==> config.mk <==
export PLATFORM = sky130hd
export DESIGN_NAME = multicycle_control_fsm
export DESIGN_NICKNAME = d
export VERILOG_FILES = /design/src/rtl/multicycle_control_fsm.sv
export SDC_FILE = /design/constraint.sdc
export NUM_CORES = 1
export LEC_CHECK = 0
export ABC_AREA = 1
export BUFFER_PORTS_ARGS = -buffer_cell sky130_fd_sc_hd__buf_4
export CAP_MARGIN = 20
export CORE_AREA = 2 2 39 41
export CTS_CLUSTER_DIAMETER = 30
export DETAILED_ROUTE_END_ITERATION = 8
export DIE_AREA = 0 0 41 43
export PLACE_DENSITY = 0.64
export SYNTH_ARGS = -nofsm -noshare
export SYNTH_HDL_FRONTEND = slang
export SYNTH_SLANG_ARGS = --single-unit
==> constraint.sdc <==
create_clock -name clk -period 1.75 [get_ports clk]
set_input_delay 0.525 -clock clk [delete_from_list [all_inputs] [get_ports clk]]
set_output_delay 0.525 -clock clk [all_outputs]
set_load 0.1 [all_outputs]
==> src/rtl/multicycle_control_fsm.sv <==
// +----------------------------------------------------------------------------+
// | Module   : multicycle_control_fsm                                          |
// | Desc     : Main control FSM of the multicycle RV32I core. Sequences fetch, |
// |            decode, execute, memory and writeback and drives the datapath.  |
// | Config   : CTRL_JAL_EN - when defined, builds the JAL state               |
// | Revision : 1.0 - initial release                                          |
// +----------------------------------------------------------------------------+
`default_nettype none

module multicycle_control_fsm #(
  parameter int OPCODE_W = 7
) (
  input  logic                clk,
  input  logic                rst_n,
  input  logic [OPCODE_W-1:0] opcode,
  input  logic                zero,
  input  logic                mem_ready,
  output logic                pc_write,
  output logic                adr_src,
  output logic                mem_write,
  output logic                ir_write,
  output logic [1:0]          result_src,
  output logic [1:0]          alu_src_a,
  output logic [1:0]          alu_src_b,
  output logic [1:0]          imm_src,
  output logic                reg_write,
  output logic [1:0]          alu_op,
  output logic                illegal_instr
);

  localparam logic [OPCODE_W-1:0] c_OP_LW   = OPCODE_W'(7'b0000011);
  localparam logic [OPCODE_W-1:0] c_OP_SW   = OPCODE_W'(7'b0100011);
  localparam logic [OPCODE_W-1:0] c_OP_RTYP = OPCODE_W'(7'b0110011);
  localparam logic [OPCODE_W-1:0] c_OP_ITYP = OPCODE_W'(7'b0010011);
  localparam logic [OPCODE_W-1:0] c_OP_BEQ  = OPCODE_W'(7'b1100011);
  localparam logic [OPCODE_W-1:0] c_OP_JAL  = OPCODE_W'(7'b1101111);

  typedef enum logic [3:0] {
    S_FETCH    = 4'd0,
    S_DECODE   = 4'd1,
    S_MEMADR   = 4'd2,
    S_MEMREAD  = 4'd3,
    S_MEMWB    = 4'd4,
    S_MEMWRITE = 4'd5,
    S_EXECR    = 4'd6,
    S_EXECI    = 4'd7,
    S_ALUWB    = 4'd8,
    S_BEQ      = 4'd9
`ifdef CTRL_JAL_EN
    ,
    S_JAL      = 4'd10
`endif
  } state_t;

  state_t r_state;
  state_t w_next_state;
  state_t w_eff_state;

  logic w_is_load;
  logic w_is_store;
  logic w_is_rtype;
  logic w_is_itype;
  logic w_is_beq;
  logic w_is_jal;
  logic w_legal;
  logic w_pc_update;
  logic w_branch;

  assign w_is_load  = (opcode == c_OP_LW);
  assign w_is_store = (opcode == c_OP_SW);
  assign w_is_rtype = (opcode == c_OP_RTYP);
  assign w_is_itype = (opcode == c_OP_ITYP);
  assign w_is_beq   = (opcode == c_OP_BEQ);
`ifdef CTRL_JAL_EN
  assign w_is_jal   = (opcode == c_OP_JAL);
`else
  assign w_is_jal   = 1'b0;
`endif
  assign w_legal = w_is_load | w_is_store | w_is_rtype | w_is_itype | w_is_beq | w_is_jal;

  // Immediate format follows the opcode directly, independent of the JAL build option.
  always_comb begin
    imm_src = 2'b00;
    if (opcode == c_OP_SW)       imm_src = 2'b01;
    else if (opcode == c_OP_BEQ) imm_src = 2'b10;
    else if (opcode == c_OP_JAL) imm_src = 2'b11;
  end

  always_ff @(posedge clk) begin
    if (!rst_n) r_state <= S_FETCH;
    else        r_state <= w_next_state;
  end

  always_comb begin
    w_next_state = r_state;
    case (r_state)
      S_FETCH:    if (mem_ready) w_next_state = S_DECODE;
      S_DECODE: begin
        if (w_is_load | w_is_store) w_next_state = S_MEMADR;
        else if (w_is_rtype)        w_next_state = S_EXECR;
        else if (w_is_itype)        w_next_state = S_EXECI;
        else if (w_is_beq)          w_next_state = S_BEQ;
`ifdef CTRL_JAL_EN
        else if (w_is_jal)          w_next_state = S_JAL;
`endif
        else                        w_next_state = S_FETCH;
      end
      S_MEMADR: begin
        if (w_is_load)       w_next_state = S_MEMREAD;
        else if (w_is_store) w_next_state = S_MEMWRITE;
        else                 w_next_state = S_FETCH;
      end
      S_MEMREAD:  if (mem_ready) w_next_state = S_MEMWB;
      S_MEMWB:    w_next_state = S_FETCH;
      S_MEMWRITE: if (mem_ready) w_next_state = S_FETCH;
      S_EXECR:    w_next_state = S_ALUWB;
      S_EXECI:    w_next_state = S_ALUWB;
      S_ALUWB:    w_next_state = S_FETCH;
      S_BEQ:      w_next_state = S_FETCH;
`ifdef CTRL_JAL_EN
      S_JAL:      w_next_state = S_ALUWB;
`endif
      default:    w_next_state = S_FETCH;
    endcase
  end

  // While in reset the datapath sees FETCH selects with every enable held low.
  assign w_eff_state = rst_n ? r_state : S_FETCH;

  always_comb begin
    w_pc_update   = 1'b0;
    w_branch      = 1'b0;
    adr_src       = 1'b0;
    mem_write     = 1'b0;
    ir_write      = 1'b0;
    result_src    = 2'b00;
    alu_src_a     = 2'b00;
    alu_src_b     = 2'b00;
    reg_write     = 1'b0;
    alu_op        = 2'b00;
    illegal_instr = 1'b0;
    case (w_eff_state)
      S_FETCH: begin
        alu_src_b   = 2'b10;
        result_src  = 2'b10;
        ir_write    = mem_ready;
        w_pc_update = mem_ready;
      end
      S_DECODE: begin
        alu_src_a     = 2'b01;
        alu_src_b     = 2'b01;
        illegal_instr = ~w_legal;
      end
      S_MEMADR: begin
        alu_src_a = 2'b10;
        alu_src_b = 2'b01;
      end
      S_MEMREAD: begin
        adr_src = 1'b1;
      end
      S_MEMWB: begin
        result_src = 2'b01;
        reg_write  = 1'b1;
      end
      S_MEMWRITE: begin
        adr_src   = 1'b1;
        mem_write = 1'b1;
      end
      S_EXECR: begin
        alu_src_a = 2'b10;
        alu_op    = 2'b10;
      end
      S_EXECI: begin
        alu_src_a = 2'b10;
        alu_src_b = 2'b01;
        alu_op    = 2'b10;
      end
      S_ALUWB: begin
        reg_write = 1'b1;
      end
      S_BEQ: begin
        alu_src_a = 2'b10;
        alu_op    = 2'b01;
        w_branch  = 1'b1;
      end
`ifdef CTRL_JAL_EN
      S_JAL: begin
        alu_src_a   = 2'b01;
        alu_src_b   = 2'b10;
        w_pc_update = 1'b1;
      end
`endif
      default: ;
    endcase
    pc_write = w_pc_update | (w_branch & zero);
    if (!rst_n) begin
      pc_write      = 1'b0;
      ir_write      = 1'b0;
      mem_write     = 1'b0;
      reg_write     = 1'b0;
      illegal_instr = 1'b0;
    end
  end

endmodule

`default_nettype wire

==> impl_metrics.csv, run 1 <==
group,metric,value,unit
status,outcome,"stopped before the end",
status,haltStage,"4_1_cts",
status,tool.error,"[ERROR DPL-0038] Utilization greater than 100%, impossible to legalize",
synthesis,avgSynthCellArea,5.18,um2
placed_design,place_hpwl,1440,um
die,fp.dieW,41,um
clocking,cts_max_path_buffers,2,
clocking,clock-root-buffer,"clkbuf_4",
synthesis,synth.distinct_cells,17,
clocking,clkSinkCount,4,
placed_design,place.gp.congestion,0.871,
die,io_pins,27,
synthesis,yosys_warnings,0,
synthesis,synth.ff_latch_count,4,
clocking,ctsHoldBuffers,0,
synthesis,synth.yosys.seq_area_share,0.178,
placed_design,place_ws,-0.403,ns
die,std_cell_rows,14,
synthesis,syn_nets,98,
die,start_util,0.325,
placed_design,dp.cells,157,
clocking,cts_made_buffers,3,
clocking,postCtsResizedCells,94,
clocking,htreeDepth,1,
synthesis,syn_inst,87,
clocking,postCtsSetupBuffers,11,
die,die_h,43,um
synthesis,synth_area,450,um2
placed_design,io_buffers,26,
[through the flow]
stage / cell area (um2) / setup TNS, ns / utilization
3_5_place_dp: 1040 / -2.22 / 0.750
2_1_floorplan: 601 / -7.93 / -
3_3_place_gp: 1040 / -2.04 / 0.750
[cell families after synthesis]
group / synth area share
simple gates: 0.520
compound gates: 0.169
flops: 0.178
buf+inv: 0.133
[synth_stat cells (all sizes together)]
| cell | number | area [um2] |
|---|---|---|
| nand4 | 1 | 6.26 |
| nand3b | 1 | 7.51 |
| or4 | 1 | 7.51 |
| a21o | 1 | 7.51 |
| nor2 | 16 | 67.6 |
| a21oi | 8 | 40.0 |
| o21ai | 3 | 15.0 |
| dfxtp | 4 | 80.1 |
| a31oi | 1 | 6.26 |
| nor3 | 4 | 20.0 |
| nand3 | 8 | 40.0 |
| o211ai | 1 | 7.51 |
| nand2 | 22 | 85.1 |
| inv | 16 | 60.1 |
==> run 2: changes to the inputs <==
--- a/config.mk
+++ b/config.mk
@@ -8,11 +8,10 @@
 export ABC_AREA = 1
 export BUFFER_PORTS_ARGS = -buffer_cell sky130_fd_sc_hd__buf_4
 export CAP_MARGIN = 20
-export CORE_AREA = 2 2 39 41
-export CTS_CLUSTER_DIAMETER = 30
+export CORE_AREA = 2 2 63 65
 export DETAILED_ROUTE_END_ITERATION = 8
-export DIE_AREA = 0 0 41 43
-export PLACE_DENSITY = 0.64
+export DIE_AREA = 0 0 65 67
+export PLACE_DENSITY_LB_ADDON = 0.15
 export SYNTH_ARGS = -nofsm -noshare
 export SYNTH_HDL_FRONTEND = slang
 export SYNTH_SLANG_ARGS = --single-unit
==> run 2 against run 1 <==
The flow now finishes, with violations (setup timing); synthesized cell count unchanged; synthesized area unchanged.
==> impl_metrics.csv, run 2 <==
group,metric,value,unit
worst_setup_path,crit-reg2reg-launch,"r_state[2]",
placed_design,io_buffers,26,
timing,rsz0062_at_grt,"true",
clocking,clkSinkCount,4,
clocking,clock_latency,0.21,ns
clocking,clk_pin_slew_worst_paths,0.03,ns
global_route,grt_pass1_vias,786,
synthesis,synth.ff_latch_count,4,
final_layout,layout_commonest_cell,"buf_4",
worst_setup_path,cp_slowest_cell,"or4_4",
synthesis,ys_top_cells_by_area,"dfxtp_1, nand2_1, inv_1",
synthesis,synth_edf_count,0,
synthesis,yosys-top-cells-count,"nand2_1, inv_1, nor2_1",
worst_setup_path,cp_cell_sequence,"buf_6, inv_2, or4_4, o21ai_4, buf_12",
synthesis,synth.distinct_cells,17,
clocking,cts_tree,"done",
timing,tightestPinTransition,0.212,ns
global_route,grt_start_max_net_pins,6,
global_route,grt_pass1_wl,3260,um
clocking,clock-root-buffer,"clkbuf_8",
route,drt_first_pass_iters,2,
hold_path,min_path_cells,3,
clocking,cts_made_buffers,3,
die,std_cell_rows,22,
timing,final-setup-viol-count,14,
status,outcome,"finished with violations",
clocking,htreeDepth,1,
power,switching_power,208,uW
synthesis,syn_inst,87,
die,io_pins,27,
final_layout,mostFrequentLayoutCells,"buf_4, buf_6, buf_12",
power,power,585,uW
timing,setup_tns,-1.84,ns
die,fp.dieW,65,um
timing,clock_skew,0.00214,ns
power,combPwrFrac,0.521,
final_layout,area.growth.synth_to_final,260,%
die,core-area,3610,um2
route,num_vias,828,
die,die-area,4360,um2
run,drv_cap,0,
synthesis,syn_nets,98,
synthesis,synth_flop_cell,"dfxtp_1",
worst_setup_path,reg2regPathDepth,11,
power,power_density,361,nW/um2
synthesis,synth.yosys.seq_area_share,0.178,
synthesis,synth_area,450,um2
worst_setup_path,crit_cells,5,
synthesis,yosysTopAreaCell,"dfxtp_1",
timing,fin_crit,2.03,ns
route,drt_iter0_markers,3,
timing,setup_slack,-0.280,ns
final_layout,layout-drive-gt1-share,0.744,
power,clkPwrFrac,0.317,
power,seq_power_share,0.162,
global_route,antenna_found_initial,0,
route,ant_nets,0,
synthesis,synth.most_common_cell,"nand2_1",
worst_setup_path,r2r_slack,0.27,ns
hold_path,min_path_type,"reg -> reg",
route,route.detailed.drc,0,
synthesis,yosys_warnings,0,
worst_setup_path,max_stage_delay,0.58,ns
global_route,grt_use_total,0.0961,
worst_setup_path,worst-path-buf-inv,3,
final_layout,reg_top3,"r_state x4",
synthesis,async_reset_ff_frac,0,
worst_setup_path,cp-end-kind,"primary output",
placed_design,place.gp.congestion,0.769,
placed_design,place_ws,-0.404,ns
final_layout,final.fill_count,363,
clocking,cts_max_path_buffers,2,
worst_setup_path,required,1.22,ns
final_layout,fin_cells,204,
hold_path,min_to,"r_state[1]",
worst_setup_path,worstReg2RegEnd,"r_state[2]",
worst_setup_path,arrival,1.51,ns
placed_design,place_hpwl,1610,um
timing,slew_headroom,0.858,
hold_path,min-delay-start,"r_state[2]",
route,via_per_inst,4.06,
power,leakage,0.000707,uW
synthesis,avgSynthCellArea,5.18,um2
final_layout,fin_nets,169,
placed_design,dp.cells,189,
final_layout,n_antenna_cell,0,
route,wl,2000,um
route,wl_per_cell,9.81,um
timing,fmax,493,MHz
power,vdd_drop_max,0.163,mV
timing,min_period_over_period,1.16,
clocking,ctsHoldBuffers,0,
worst_setup_path,path_class,"in -> out",
power,power.share.switching,0.356,
final_layout,top_register,"r_state",
worst_setup_path,crit_fanout,2,
die,start_util,0.125,
worst_setup_path,worstSetupStartpointType,"input pin",
timing,hold_viol,0,
final_layout,largest_reg_flops,4,
die,die_h,67,um
timing,worst_hold_slack,0.626,ns
global_route,grt_overflow,0,
worst_setup_path,path_delay_family,"simple AND/OR/NAND/NOR gates",
synthesis,synth_top_cell_area_share,0.178,
status,violations,"setup timing",
timing,drv_slew,0,
power,internal_power,377,uW
run 2: per-stage QoR:
step           utilization  cell area (um2)
2_1_floorplan            -              601
3_3_place_gp         0.303             1090
3_5_place_dp         0.303             1090
4_1_cts              0.421             1520
5_1_grt              0.449             1620
6_report             0.449             1620
run 2: worst register-to-register path, cell delays in order, from the launching register on:
cell,delay (ns)
dfxtp_2,0.33
inv_4,0.06
nor2_4,0.04
buf_4,0.12
buf_6,0.10
buf_6,0.10
buf_6,0.11
nand3_1,0.08
nand2_1,0.08
a21oi_1,0.16
nand2_1,0.08
a21oi_1,0.13
run 2: power groups by stage:
stage,combinational [uW],clock [uW],sequential [uW]
after global routing,321,197,94.7
after CTS,289,189,95.3
after floorplan,136,0,96.9
after global placement,228,0,97.3
final,305,185,94.7
after detailed placement,229,0,97.4
run 2: how the worst max path moves through the flow:
| stage | from | endpoint | slack (ns) |
|---|---|---|---|
| global placement | opcode[2] | imm_src[1] | -0.40 |
| CTS | opcode[3] | imm_src[1] | -0.27 |
| finish | opcode[3] | imm_src[1] | -0.28 |
| global route | r_state[2] | alu_src_b[0] | -0.31 |
| floorplan | rst_n | alu_src_b[0] | -1.83 |
| detailed placement | opcode[2] | imm_src[1] | -0.40 |
run 2: kinds of logic (layout without fill, tap and decap cells):
group	Yosys count	count (layout)	share of synthesized area
compound gates	14	14	0.169
buf+inv	16	85	0.133
flops	4	4	0.178
simple gates	53	53	0.520
run 2: timing repair:
| action | 4_1_cts | 5_1_grt |
|---|---|---|
| setup buffers | 9 | 6 |
| hold endpoints to repair | 0 | 0 |
| endpoints found under the setup margin | 16 | 16 |
| pin swaps | 14 | 10 |
| gates resized for setup | 91 | 15 |
run 2: final cells by class:
cell class	instances	area, um2	area share
Inverter	16	85.1	0.0525
Multi-Input combinational cell	67	559	0.345
Timing Repair Buffer	66	787	0.486
Sequential cell	4	87.6	0.0541
Clock buffer	3	41.3	0.0255
Tap cell	48	60.1	0.0371
run 2: routing by layer:
layer,part of all wire,wire (um),up-vias,track usage
met5,0,0,-,0
met4,0,0,0,0.0160
met3,0.045,90,0,0.0186
met2,0.60,1200,23,0.204
met1,0.36,712,383,0.0957
li1,-,-,422,-
Note: power is estimated with default switching activity, not from simulation.
==> run 3: changes to the inputs <==
--- a/config.mk
+++ b/config.mk
@@ -15,3 +15,4 @@
 export SYNTH_ARGS = -nofsm -noshare
 export SYNTH_HDL_FRONTEND = slang
 export SYNTH_SLANG_ARGS = --single-unit
+export TNS_END_PERCENT = 20
==> run 3 against run 2 <==
The run still ends with setup timing left; worst hold slack worse by 0.023 ns; die area unchanged; combinational power down 18%; clock skew down 0.0015 ns; core utilization down 9.1 points; non-clock buffer count down 11; count of clock-buffer cells in the layout unchanged; sequential cell count unchanged; sequential share of layout area up 1.2 points.
==> impl_metrics.csv, run 3 (synthesis gave the netlist of run 2 again) <==
group,metric,value,unit
timing,fin_crit,2.01,ns
die,die-area,4360,um2
route,via_per_inst,3.93,
route,dr_wl_met3,51,um
route,top_layer,"met4",
worst_setup_path,crit_fanout,2,
hold_path,min_path_type,"reg -> reg",
global_route,grt_start_max_net_pins,6,
worst_setup_path,startpoint,"opcode[2]",
die,start_util,0.125,
final_layout,fin_nets,158,
global_route,grt_use_total,0.0940,
global_route,grt_pass1_vias,772,
final_layout,n_antenna_cell,0,
worst_setup_path,crit-reg2reg-launch,"r_state[0]",
clocking,clkSinkCount,4,
die,fp.dieW,65,um
final_layout,layout-drive-gt1-share,0.690,
timing,setup_slack,-0.257,ns
power,power_density,416,nW/um2
power,power,539,uW
worst_setup_path,path_class,"in -> out",
route,drt_first_pass_iters,2,
hold_path,min-delay-start,"r_state[2]",
clocking,cts_tree,"done",
clocking,cts_max_path_buffers,2,
timing,min_period_over_period,1.15,
timing,fmax,498,MHz
die,io_pins,27,
final_layout,reg_top3,"r_state x4",
final_layout,final.fill_count,397,
run,drv_cap,0,
clocking,clk_pin_slew_worst_paths,0.03,ns
timing,slew_headroom,0.855,
route,num_vias,758,
route,wl,1880,um
clocking,clock_latency,0.21,ns
timing,drv_slew,0,
die,core-area,3610,um2
clocking,clock-root-buffer,"clkbuf_8",
timing,clock_skew,0.000677,ns
worst_setup_path,worstSetupStartpointType,"input pin",
global_route,antenna_found_initial,0,
power,vdd_drop_max,0.167,mV
timing,setup_tns,-1.18,ns
worst_setup_path,arrival,1.48,ns
final_layout,multi_input_area,462,um2
route,wl_met2,1010,um
global_route,grt_pass1_wl,3190,um
worst_setup_path,cp-end-kind,"primary output",
final_layout,top_register,"r_state",
clocking,htreeDepth,1,
clocking,cts_made_buffers,3,
die,std_cell_rows,22,
route,drt_iter0_markers,8,
route,wl_per_cell,9.76,um
power,leakage,0.000577,uW
timing,final-setup-viol-count,12,
die,die_h,67,um
worst_setup_path,r2r_slack,0.47,ns
timing,rsz0062_at_grt,"true",
final_layout,layout_commonest_cell,"buf_4",
placed_design,place_ws,-0.379,ns
status,outcome,"finished with violations",
timing,tightestPinTransition,0.216,ns
final_layout,area.growth.synth_to_final,187,%
placed_design,place.gp.congestion,0.725,
status,violations,"setup timing",
route,route.detailed.drc,0,
route,wl_met1,803,um
placed_design,place_hpwl,1530,um
final_layout,mostFrequentLayoutCells,"buf_4, nand2_1, buf_12",
final_layout,largest_reg_flops,4,
final_layout,seqCellArea,85.1,um2
worst_setup_path,required,1.22,ns
timing,hold_viol,0,
placed_design,io_buffers,26,
route,ant_nets,0,
global_route,grt_overflow,0,
[run 3: changes by cell type in the layout (fill, tap and decap cells not counted), sizes merged]
cell,change
buf,-11
inv,+1
clkinv,-1
[run 3: per-layer routing]
layer,up-vias,global-route usage
met1,339,0.0978
met4,0,0.0399
li1,398,-
met2,19,0.184
met3,2,0.0152
met5,-,0
[run 3: repair_timing]
action / in CTS / in global routing
pin swaps: 11 / 2
setup endpoints to repair: 16 / 17
setup buffers: 4 / 0
cloned: 0 / 0
hold buffers: 0 / 0
gates resized for setup: 75 / 7
[run 3: final cells by class]
cell class / count / area share
Clock buffer: 3 / 0.0319
Multi-Input combinational cell: 67 / 0.357
Tap cell: 48 / 0.0464
Inverter: 16 / 0.0484
Sequential cell: 4 / 0.0658
Timing Repair Buffer: 55 / 0.451
[run 3: worst paths after layout]
kind,to,cells past startpoint
setup / recovery,imm_src[1],5
hold / removal,r_state[1],3
setup reg to reg,r_state[0],11
hold reg to reg,r_state[1],3
[run 3: through the flow]
stage	util	std cells	hold WS (ns)	cell area (um2)
3_3_place_gp	0.265	187	0.640	956
3_5_place_dp	0.265	187	0.625	956
4_1_cts	0.351	193	0.607	1270
6_report	0.359	193	0.604	1290
2_1_floorplan	-	87	0.540	505
5_1_grt	0.359	193	0.665	1290
[run 3: power breakdown]
group          leakage, uW  switching [uW]  internal (uW)
combinational     0.000521             148            103
sequential       0.0000343            1.69           94.5
clock            0.0000216            44.7            146
[run 3: critical path: stages]
cell and delay (ns):
buf_6 0.07, inv_2 0.03, or4_4 0.56, o21ai_4 0.10, buf_12 0.19
==> run 4: changes to the inputs <==
--- a/config.mk
+++ b/config.mk
@@ -12,6 +12,7 @@
 export DETAILED_ROUTE_END_ITERATION = 8
 export DIE_AREA = 0 0 65 67
 export PLACE_DENSITY_LB_ADDON = 0.15
+export SETUP_SLACK_MARGIN = 0.05
 export SYNTH_ARGS = -nofsm -noshare
 export SYNTH_HDL_FRONTEND = slang
 export SYNTH_SLANG_ARGS = --single-unit
==> run 4 against run 3 <==
The flow still finishes with violations (setup timing); critical endpoint unchanged; largest power group unchanged; non-clock buffer count is the same; maximum frequency is essentially flat; critical path depth is the same; clock skew is essentially flat; total power grew 0.21%.
==> impl_metrics.csv, run 4 (synthesis gave the netlist of run 2 again) <==
group,metric,value,unit
status,outcome,"finished with violations",
status,violations,"setup timing",
clocking,clock-root-buffer,"clkbuf_8",
route,drt_iter0_markers,9,
global_route,grt_pass1_vias,771,
timing,setup_slack,-0.257,ns
route,num_vias,764,
die,fp.dieW,65,um
timing,final-setup-viol-count,12,
timing,fmax,498,MHz
clocking,clock_latency,0.21,ns
worst_setup_path,path_class,"in -> out",
timing,drv_slew,0,
timing,fin_crit,2.01,ns
placed_design,place.gp.congestion,0.725,
route,ant_nets,0,
global_route,grt_overflow,0,
timing,rsz0062_at_grt,"true",
die,core-area,3610,um2
worst_setup_path,arrival,1.48,ns
worst_setup_path,cp_cell_sequence,"buf_6, inv_2, or4_4, o21ai_4, buf_12",
worst_setup_path,worst-path-buf-inv,3,
clocking,clkSinkCount,4,
power,leakage,0.000578,uW
final_layout,largest_reg_flops,4,
worst_setup_path,path_delay_family,"simple AND/OR/NAND/NOR gates",
hold_path,min_path_type,"reg -> reg",
final_layout,mostFrequentLayoutCells,"buf_4, nand2_1, buf_12",
final_layout,top_register,"r_state",
power,vdd_drop_max,0.166,mV
route,via_per_inst,3.96,
global_route,grt_pass1_wl,3210,um
worst_setup_path,worstSetupStartpointType,"input pin",
die,std_cell_rows,22,
power,power_density,414,nW/um2
final_layout,area.growth.synth_to_final,189,%
final_layout,fin_nets,158,
final_layout,final.fill_count,401,
worst_setup_path,cp_slowest_cell,"or4_4",
timing,min_period_over_period,1.15,
placed_design,io_buffers,26,
global_route,grt_use_total,0.0944,
placed_design,place_hpwl,1530,um
timing,tightestPinTransition,0.223,ns
worst_setup_path,cp-end-kind,"primary output",
final_layout,fin_cells,193,
die,start_util,0.125,
worst_setup_path,required,1.22,ns
final_layout,n_antenna_cell,0,
final_layout,reg_top3,"r_state x4",
clocking,clk_pin_slew_worst_paths,0.03,ns
power,power,540,uW
clocking,cts_made_buffers,3,
placed_design,dp.cells,187,
timing,clock_skew,0.000191,ns
final_layout,layout_commonest_cell,"buf_4",
route,wl_per_cell,9.79,um
route,route.detailed.drc,0,
die,die_h,67,um
global_route,antenna_found_initial,0,
route,drt_first_pass_iters,4,
route,wl,1890,um
timing,hold_viol,0,
clocking,cts_max_path_buffers,2,
timing,slew_headroom,0.851,
worst_setup_path,max_stage_delay,0.56,ns
clocking,htreeDepth,1,
clocking,cts_tree,"done",
die,io_pins,27,
worst_setup_path,crit_fanout,2,
run,drv_cap,0,
global_route,grt_start_max_net_pins,6,
clocking,ctsHoldBuffers,0,
final_layout,layout-drive-gt1-share,0.703,
die,die-area,4360,um2
## run 4: cell counts in the layout (fill, tap and decap cells not counted)
No cell type changed its count.
## run 4: final cells by class
type,count,area (um2),area share
repair buffers,55,583,0.448
multi-input cells,67,470,0.361
flip-flops and latches,4,85.1,0.0653
inverters,16,62.6,0.0480
well taps,48,60.1,0.0461
clock buffers,3,41.3,0.0317
## run 4: worst paths after layout
kind	end	slack, ns	cells past startpoint	startpoint
worst min-delay path	r_state[1]	0.60	3	r_state[2]
worst max-delay path	imm_src[1]	-0.26	5	opcode[2]
worst max register to register	r_state[0]	0.45	11	r_state[0]
worst min register to register	r_state[1]	0.60	3	r_state[2]
## run 4: what timing repair did
| action | 4_1_cts | 5_1_grt |
|---|---|---|
| endpoints found under the setup margin | 16 | 17 |
| pin swaps | 11 | 2 |
| gates resized for setup | 76 | 8 |
| setup buffers | 4 | 0 |
## run 4: layer usage
| metal | track usage | vias up | wire length (um) |
|---|---|---|---|
| met4 | 0.0399 | 0 | 19 |
| li1 | - | 397 | - |
| met1 | 0.0988 | 346 | 789 |
| met2 | 0.184 | 19 | 1030 |
| met3 | 0.0152 | 2 | 51 |
| met5 | 0 | - | 0 |
## run 4: metrics by stage
stage | util | hold slack (ns) | setup WS, ns | setup TNS [ns] | cell area, um2
detailed placement | 0.265 | 0.625 | -0.379 | -1.67 | 956
CTS | 0.353 | 0.607 | -0.250 | -1.18 | 1270
floorplan | - | 0.540 | -1.83 | -13.61 | 505
finish | 0.361 | 0.602 | -0.257 | -1.19 | 1300
global route | 0.361 | 0.666 | -0.321 | -2.15 | 1300
global placement | 0.265 | 0.640 | -0.360 | -1.71 | 956
## run 4: worst register-to-register path, cell delays in order, from the launching register on
cell,delay [ns]
dfxtp_2,0.32
inv_2,0.08
buf_6,0.12
nand2_1,0.06
nor2_2,0.11
buf_4,0.13
nand3_1,0.09
nand2_1,0.07
inv_1,0.03
nand2_1,0.05
nand2_1,0.06
a21oi_2,0.11
## run 4: report_power, final
part           switching (uW)  leakage, uW  internal (uW)
clock                    44.2    0.0000216            146
combinational             149     0.000522            104
sequential               1.80    0.0000343           94.5
total                     195     0.000578            345
